--- config.mk ---
export PLATFORM = sky130hd
export DESIGN_NAME = frame_ddc_data_rx
export DESIGN_NICKNAME = d
export VERILOG_FILES = /design/src/rtl/frame_ddc_pkg.sv /design/src/rtl/frame_ddc_hdr_check.sv /design/src/rtl/frame_ddc_data_rx.sv
export SDC_FILE = /design/constraint.sdc
export NUM_CORES = 1
export LEC_CHECK = 0
export ABC_AREA = 1
export BUFFER_PORTS_ARGS = -buffer_cell sky130_fd_sc_hd__buf_4
export CORE_AREA = 2 2 190 145
export CTS_BUF_LIST = sky130_fd_sc_hd__clkbuf_16
export DETAILED_ROUTE_END_ITERATION = 8
export DIE_AREA = 0 0 192 147
export PLACE_DENSITY = 0.82
export SLEW_MARGIN = 5
export SYNTH_ARGS = -nofsm -noshare
export SYNTH_HDL_FRONTEND = slang
export SYNTH_HIERARCHICAL = 1
export SYNTH_SLANG_ARGS = --single-unit
--- constraint.sdc ---
create_clock -name clk -period 3.4 [get_ports clk]
set_clock_uncertainty 0.15 [all_clocks]
set_input_delay 0.51 -clock clk [delete_from_list [all_inputs] [get_ports clk]]
set_output_delay 0.51 -clock clk [all_outputs]
set_load 0.005 [all_outputs]
--- src/rtl/frame_ddc_pkg.sv ---
// Shared DDC frame link definitions: sync marker, accepted frame type, error codes, parser states.
// Used by both the receive parser and the frame transmitter model.
// No logic; constants and types only.
package frame_ddc_pkg;

    localparam logic [63:0] SYNC_WORD = 64'hA5A5_1234_0102_0304;
    localparam logic [15:0] EXP_TYPE  = 16'h0001;

    localparam logic [2:0] ERR_NONE    = 3'd0;
    localparam logic [2:0] ERR_SHORT   = 3'd1;
    localparam logic [2:0] ERR_NO_LAST = 3'd2;
    localparam logic [2:0] ERR_LEN     = 3'd3;
    localparam logic [2:0] ERR_TYPE    = 3'd4;

    typedef enum logic [2:0] {
        IDLE    = 3'd0,
        HDR     = 3'd1,
        DATA_HI = 3'd2,
        DATA_LO = 3'd3,
        DROP    = 3'd4
    } state_t;

    typedef struct packed {
        logic [15:0] ftype;
        logic [15:0] length;
        logic [15:0] dst_addr;
        logic [15:0] src_addr;
    } hdr_t;

endpackage

--- src/rtl/frame_ddc_hdr_check.sv ---
// Header beat decode and legality check; a premature last outranks field errors.
// Latency: combinational.
// Backpressure: none, pure function of the presented beat.
module frame_ddc_hdr_check
    import frame_ddc_pkg::*;
#(
    parameter int unsigned MAX_WORDS = 11100
) (
    input  logic [63:0] beat,
    input  logic        last,
    output hdr_t        hdr,
    output logic [2:0]  err
);

    assign hdr = hdr_t'(beat);

    always_comb begin
        err = ERR_NONE;
        if (last)
            err = ERR_SHORT;
        else if (hdr.length == 16'd0 || hdr.length > 16'(MAX_WORDS))
            err = ERR_LEN;
        else if (hdr.ftype != EXP_TYPE)
            err = ERR_TYPE;
    end

endmodule

--- src/rtl/frame_ddc_data_rx.sv ---
// DDC frame receiver: SYNC/header/payload parser packing beat pairs into 128-bit RAM words.
// Latency: ram_wr, frame_done and frame_err are registered one cycle after the deciding beat.
// Backpressure: none; beats are consumed whenever valid, idle gaps of any length are tolerated.
module frame_ddc_data_rx
    import frame_ddc_pkg::*;
#(
    parameter int unsigned ADDR_W    = 14,
    parameter int unsigned MAX_WORDS = 11100
) (
    input  logic              clk,
    input  logic              rst_n,
    input  logic              enable,
    input  logic [63:0]       data_frame,
    input  logic              data_frame_valid,
    input  logic              data_frame_last,
    output logic              ram_wr,
    output logic [ADDR_W-1:0] ram_addr,
    output logic [127:0]      ram_din,
    output logic [15:0]       frame_type,
    output logic [15:0]       frame_length,
    output logic [15:0]       frame_dst_addr,
    output logic [15:0]       frame_src_addr,
    output logic              frame_done,
    output logic              frame_err,
    output logic [2:0]        err_code,
    output logic [15:0]       frame_count
);

    state_t            state;
    logic [63:0]       hi_dat;
    logic [ADDR_W-1:0] word_cnt;
    hdr_t              hdr_dec;
    logic [2:0]        hdr_err;
    logic              last_word;

    frame_ddc_hdr_check #(.MAX_WORDS(MAX_WORDS)) u_hdr_check (
        .beat (data_frame),
        .last (data_frame_last),
        .hdr  (hdr_dec),
        .err  (hdr_err)
    );

    assign last_word = (16'(word_cnt) == frame_length - 16'd1);

    always_ff @(posedge clk or negedge rst_n) begin
        if (!rst_n) begin
            state          <= IDLE;
            hi_dat         <= '0;
            word_cnt       <= '0;
            ram_wr         <= 1'b0;
            ram_addr       <= '0;
            ram_din        <= '0;
            frame_type     <= '0;
            frame_length   <= '0;
            frame_dst_addr <= '0;
            frame_src_addr <= '0;
            frame_done     <= 1'b0;
            frame_err      <= 1'b0;
            err_code       <= ERR_NONE;
            frame_count    <= '0;
        end else if (!enable) begin
            // Abort: header fields and good-frame count survive, everything else clears.
            state      <= IDLE;
            hi_dat     <= '0;
            word_cnt   <= '0;
            ram_wr     <= 1'b0;
            ram_addr   <= '0;
            ram_din    <= '0;
            frame_done <= 1'b0;
            frame_err  <= 1'b0;
            err_code   <= ERR_NONE;
        end else begin
            ram_wr     <= 1'b0;
            frame_done <= 1'b0;
            frame_err  <= 1'b0;
            if (data_frame_valid) begin
                case (state)
                    IDLE: begin
                        if (data_frame == SYNC_WORD) begin
                            state    <= HDR;
                            err_code <= ERR_NONE;
                        end
                    end
                    HDR: begin
                        frame_type     <= hdr_dec.ftype;
                        frame_length   <= hdr_dec.length;
                        frame_dst_addr <= hdr_dec.dst_addr;
                        frame_src_addr <= hdr_dec.src_addr;
                        word_cnt       <= '0;
                        if (hdr_err == ERR_NONE) begin
                            state <= DATA_HI;
                        end else begin
                            frame_err <= 1'b1;
                            err_code  <= hdr_err;
                            // A header already carrying last has nothing left to drop.
                            state     <= (hdr_err == ERR_SHORT) ? IDLE : DROP;
                        end
                    end
                    DATA_HI: begin
                        hi_dat <= data_frame;
                        if (data_frame_last) begin
                            frame_err <= 1'b1;
                            err_code  <= ERR_SHORT;
                            state     <= IDLE;
                        end else begin
                            state <= DATA_LO;
                        end
                    end
                    DATA_LO: begin
                        ram_wr   <= 1'b1;
                        ram_addr <= word_cnt;
                        ram_din  <= {hi_dat, data_frame};
                        word_cnt <= word_cnt + ADDR_W'(1);
                        if (last_word) begin
                            if (data_frame_last) begin
                                frame_done  <= 1'b1;
                                frame_count <= frame_count + 16'd1;
                                state       <= IDLE;
                            end else begin
                                frame_err <= 1'b1;
                                err_code  <= ERR_NO_LAST;
                                state     <= DROP;
                            end
                        end else if (data_frame_last) begin
                            frame_err <= 1'b1;
                            err_code  <= ERR_SHORT;
                            state     <= IDLE;
                        end else begin
                            state <= DATA_HI;
                        end
                    end
                    DROP: begin
                        if (data_frame_last)
                            state <= IDLE;
                    end
                    default: state <= IDLE;
                endcase
            end
        end
    end

endmodule
==> metrics.txt <==
# TYPE chip_impl_metric gauge
chip_impl_info{name="run_status",value="finished clean"} 1
chip_impl_metric{name="grt_first_pass_wirelength",unit="um"} 58260
chip_impl_info{name="critical_path.top_delay_family",value="simple AND/OR/NAND/NOR gates"} 1
chip_impl_metric{name="worst-path-buf-inv",unit=""} 1
chip_impl_metric{name="period_minus_slack",unit="ns"} 2.815
chip_impl_metric{name="avgRoutedWirePerCell",unit="um"} 17.87
chip_impl_metric{name="cp_max_fo",unit=""} 7
chip_impl_metric{name="antennaDiodeCount",unit=""} 0
chip_impl_metric{name="overflow",unit=""} 0
chip_impl_metric{name="finalSetupViolCount",unit=""} 0
chip_impl_metric{name="total_die_area",unit="um2"} 28220
chip_impl_metric{name="syn_avg_cell_area",unit="um2"} 9.462
chip_impl_metric{name="hold_viol_final",unit=""} 0
chip_impl_metric{name="area.growth.synth_to_final",unit="%"} 23.56
chip_impl_info{name="synth_top_flop_cell",value="dfrtp_1"} 1
chip_impl_metric{name="pin_count_of_the_biggest_net_entering_global_routing",unit=""} 91
chip_impl_metric{name="synth_cell_area",unit="um2"} 13800
chip_impl_metric{name="syn_nets",unit=""} 1531
chip_impl_info{name="critical_path.slowest_cell",value="dfrtp_1"} 1
chip_impl_metric{name="clock_latency",unit="ns"} 0.57
chip_impl_metric{name="port_buffers",unit=""} 296
chip_impl_metric{name="areal_power_density_over_the_cells",unit="nW/um2"} 601.5
chip_impl_metric{name="totalNegativeSetupSlack",unit="ns"} 0
chip_impl_metric{name="grt.total_usage",unit="%"} 26.07
chip_impl_metric{name="total_core_area",unit="um2"} 26550
chip_impl_metric{name="critical_path.max_stage_delay",unit="ns"} 0.46
chip_impl_metric{name="post_detailed_route_via_to_cell_ratio",unit=""} 5.335
chip_impl_metric{name="placement_rows",unit=""} 52
chip_impl_metric{name="timing.final.max_slew_violations",unit=""} 0
chip_impl_metric{name="clock_network_fraction_of_design_power",unit="%"} 34.6
chip_impl_metric{name="post_route_cells_drive_above_1_share",unit="%"} 26.62
chip_impl_metric{name="clock.fmax",unit="GHz"} 0.3552
chip_impl_metric{name="switching_share",unit="%"} 29.36
chip_impl_info{name="timing.critical_path.from_type",value="flop"} 1
chip_impl_metric{name="maxCapViolations",unit=""} 0
chip_impl_metric{name="num_vias",unit=""} 10990
chip_impl_info{name="grt_setup_unrepaired",value="no"} 1
chip_impl_info{name="routed.top_layer",value="met4"} 1
chip_impl_metric{name="p_comb_share",unit="%"} 21.8
chip_impl_info{name="crit_path_frequent_cell",value="nand2_1"} 1
chip_impl_metric{name="route.met2.wl",unit="um"} 16520
chip_impl_metric{name="finalNetCount",unit=""} 1757
chip_impl_metric{name="clock_tree.htree_level_count",unit=""} 1
chip_impl_metric{name="internal_power",unit="mW"} 7.243
chip_impl_metric{name="drc",unit=""} 0
chip_impl_info{name="timing.hold.worst.class",value="in2reg"} 1
chip_impl_metric{name="routed-wl-met3",unit="um"} 3176
chip_impl_metric{name="grt_antenna_before_repair",unit=""} 0
chip_impl_metric{name="place.detailed.hpwl",unit="um"} 25760
chip_impl_metric{name="initial_core_util",unit="%"} 51.97
chip_impl_metric{name="fillers",unit=""} 2152
chip_impl_metric{name="timing.hold.ws",unit="ns"} 0.03874
chip_impl_metric{name="gp_routability_congestion",unit=""} 0.8929
chip_impl_metric{name="ant_nets",unit=""} 0
chip_impl_metric{name="number_of_clock_buffers_inserted_by_tritoncts",unit=""} 31
chip_impl_metric{name="slew_headroom",unit="%"} 52.64
chip_impl_metric{name="p_leak",unit="nW"} 8.230
chip_impl_metric{name="arrival",unit="ns"} 3.10
chip_impl_metric{name="p_seq_share",unit="%"} 43.6
chip_impl_metric{name="max_buffers_root_to_sink",unit=""} 3
chip_impl_metric{name="worst-slew-pin-transition",unit="ns"} 0.7104
chip_impl_metric{name="fp.dieH",unit="um"} 147
chip_impl_metric{name="share_of_the_clock_period_used_by_the_worst_path",unit="%"} 82.80
chip_impl_metric{name="synth-seq-cells",unit=""} 309
chip_impl_metric{name="cts_num_sinks",unit=""} 309
chip_impl_metric{name="max-vdd-ir-drop",unit="V"} 0.0005156
chip_impl_metric{name="io-pin-count",unit=""} 297
chip_impl_metric{name="synth_warnings",unit=""} 6
chip_impl_metric{name="yosysSeqAreaShare",unit="%"} 56.05
chip_impl_info{name="cts-root-buf",value="clkbuf_16"} 1
chip_impl_metric{name="drtPass1Iterations",unit=""} 5
chip_impl_metric{name="post_cts_buffers",unit=""} 0
chip_impl_metric{name="cells_after_synthesis",unit=""} 1458
chip_impl_metric{name="finalWirelength",unit="um"} 36810
chip_impl_metric{name="critical_path_required",unit="ns"} 3.68
chip_impl_metric{name="vias_in_the_first_global_route",unit=""} 10740
chip_impl_metric{name="synthDominantCellAreaShare",unit="%"} 56.05
chip_impl_metric{name="total_power",unit="mW"} 10.25
chip_impl_metric{name="drtIter0Drc",unit=""} 762
chip_impl_metric{name="clk_pin_slew_worst_paths",unit="ns"} 0.07
chip_impl_metric{name="netlist-cell-type-count",unit=""} 37
chip_impl_info{name="worstSetupPathType",value="reg2reg"} 1
chip_impl_info{name="cts_tree",value="yes"} 1
chip_impl_metric{name="synth_enable_flop_cells",unit=""} 0
chip_impl_info{name="crit_chain",value="inv_2 > ha_1 > nand2_2 > nor2_2 > nand2_1 > nand2_1 > nand2_1 > nor2_1 > nand2_1 > nor2_1 > nand3_1 > ha_1 > a221oi_1 > nor3_1"} 1
chip_impl_metric{name="m1WireLength",unit="um"} 16080
chip_impl_metric{name="die_w",unit="um"} 192
chip_impl_metric{name="switchingPower",unit="mW"} 3.011
chip_impl_info{name="post-synth-top-area-cell",value="dfrtp_1"} 1
chip_impl_metric{name="async_reset_ff_share",unit="%"} 100.0
chip_impl_info{name="endpoint_kind",value="flop"} 1
chip_impl_info{name="synth_area_leaders",value="dfrtp_1, o22ai_1, inv_1"} 1
[routing by layer]
metal	up-vias	track usage, %
li1	5131	-
met1	5363	37.37
met2	423	39.98
met3	73	6.307
met4	0	7.023
met5	-	0
[registers in the layout, summed over array words and instances (netlist names)]
name,flops
err_code,3
frame_count,16
frame_done,1
frame_dst_addr,16
frame_err,1
frame_length,16
frame_src_addr,16
frame_type,16
hi_dat,64
ram_addr,14
ram_din,128
ram_wr,1
state,3
word_cnt,14
[kinds of logic after synthesis]
logic type	share of synthesized area (%)
buf+inv	14.37
simple gates	12.32
flops	56.05
compound gates	11.50
mux	4.326
xor+xnor	1.079
fa+ha+maj	0.3628
[final timing paths]
kind                                                 from                              to  slack, ns  cells past startpoint
min                                         data_frame[3]   frame_src_addr[3]$_DFFE_PN0P_       0.04                      2
max in group asynchronous                           rst_n        ram_din[119]$_DFFE_PN0P_       1.83                      3
max reg2reg                   frame_length[0]$_DFFE_PN0P_             frame_err$_DFF_PN0_       0.58                     14
min in group asynchronous                           rst_n  frame_dst_addr[13]$_DFFE_PN0P_       0.37                      2
max                           frame_length[0]$_DFFE_PN0P_             frame_err$_DFF_PN0_       0.58                     14
min reg2reg                frame_dst_addr[10]$_DFFE_PN0P_  frame_dst_addr[10]$_DFFE_PN0P_       0.36                      1
[repair_timing]
action                     CTS  global route
hold buffers                 1             0
hold endpoints to repair    86             0
setup endpoints to repair    0             0
gates resized for setup      0             0
[cells in the final DEF, fill, tap and decap left out, types with 7 or more instances in the layout]
master and n:
inv_1 333, dfrtp_1 309, buf_4 298, o22ai_1 204
nand2_1 165, nor2_1 62, mux2_2 53, o21ai_0 38
nand3_1 34, clkbuf_16 31, nand4_1 28, a21oi_1 18
nor3_1 13, nor2_2 11, nor4_1 10, xnor2_1 9
buf_12 9, nor2_4 8, nand2_2 8, xor2_1 8
clkinv_2 8, nand3b_1 7
[cell type report]
cell class	instances	area, um2	area share [%]
multi-input combinational	695	4105	24.08
timing repair buffer	309	2442	14.33
clock buffer	31	775.7	4.551
tap	351	439.2	2.576
inverter	338	1272	7.465
clock inverter	27	279.0	1.637
sequential	309	7732	45.36
[power groups by stage]
stage	Combinational [mW]	Clock, mW	Sequential (mW)
global route	2.47	3.76	4.52
detailed placement	2.23	0	4.53
floorplan	1.19	0	4.47
finish	2.24	3.54	4.47
global placement	2.20	0	4.51
CTS	2.24	3.60	4.47
[metrics by stage]
| step | worst slack [ns] | instance area (um2) | std cells | utilization [%] |
|---|---|---|---|---|
| 4_1_cts | 0.6474 | 17050 | 2060 | 64.22 |
| 2_1_floorplan | 0.9413 | 13800 | 1458 | - |
| 3_5_place_dp | 0.6701 | 15980 | 2001 | 60.20 |
| 3_3_place_gp | 0.7508 | 15980 | 2001 | 60.20 |
| 6_report | 0.5849 | 17050 | 2060 | 64.22 |
| 5_1_grt | 0.3489 | 17050 | 2060 | 64.22 |
[cells in the mapped netlist (2+ instances only)]
cell type and n:
a21oi_1 18, buf_2 14, buf_4 67, clkbuf_1 34, dfrtp_1 309, ha_1 4, inv_1 330, inv_2 6
mux2_2 53, nand2_1 167, nand2_2 6, nand3_1 34, nand3_2 4, nand3b_1 7, nand4_1 28, nor2_1 63
nor2_2 11, nor2_4 7, nor3_1 13, nor3_4 2, nor4_1 10, o21ai_0 38, o22ai_1 204, xnor2_1 9
xor2_1 8
No activity file was read; power rests on OpenSTA's default activity.
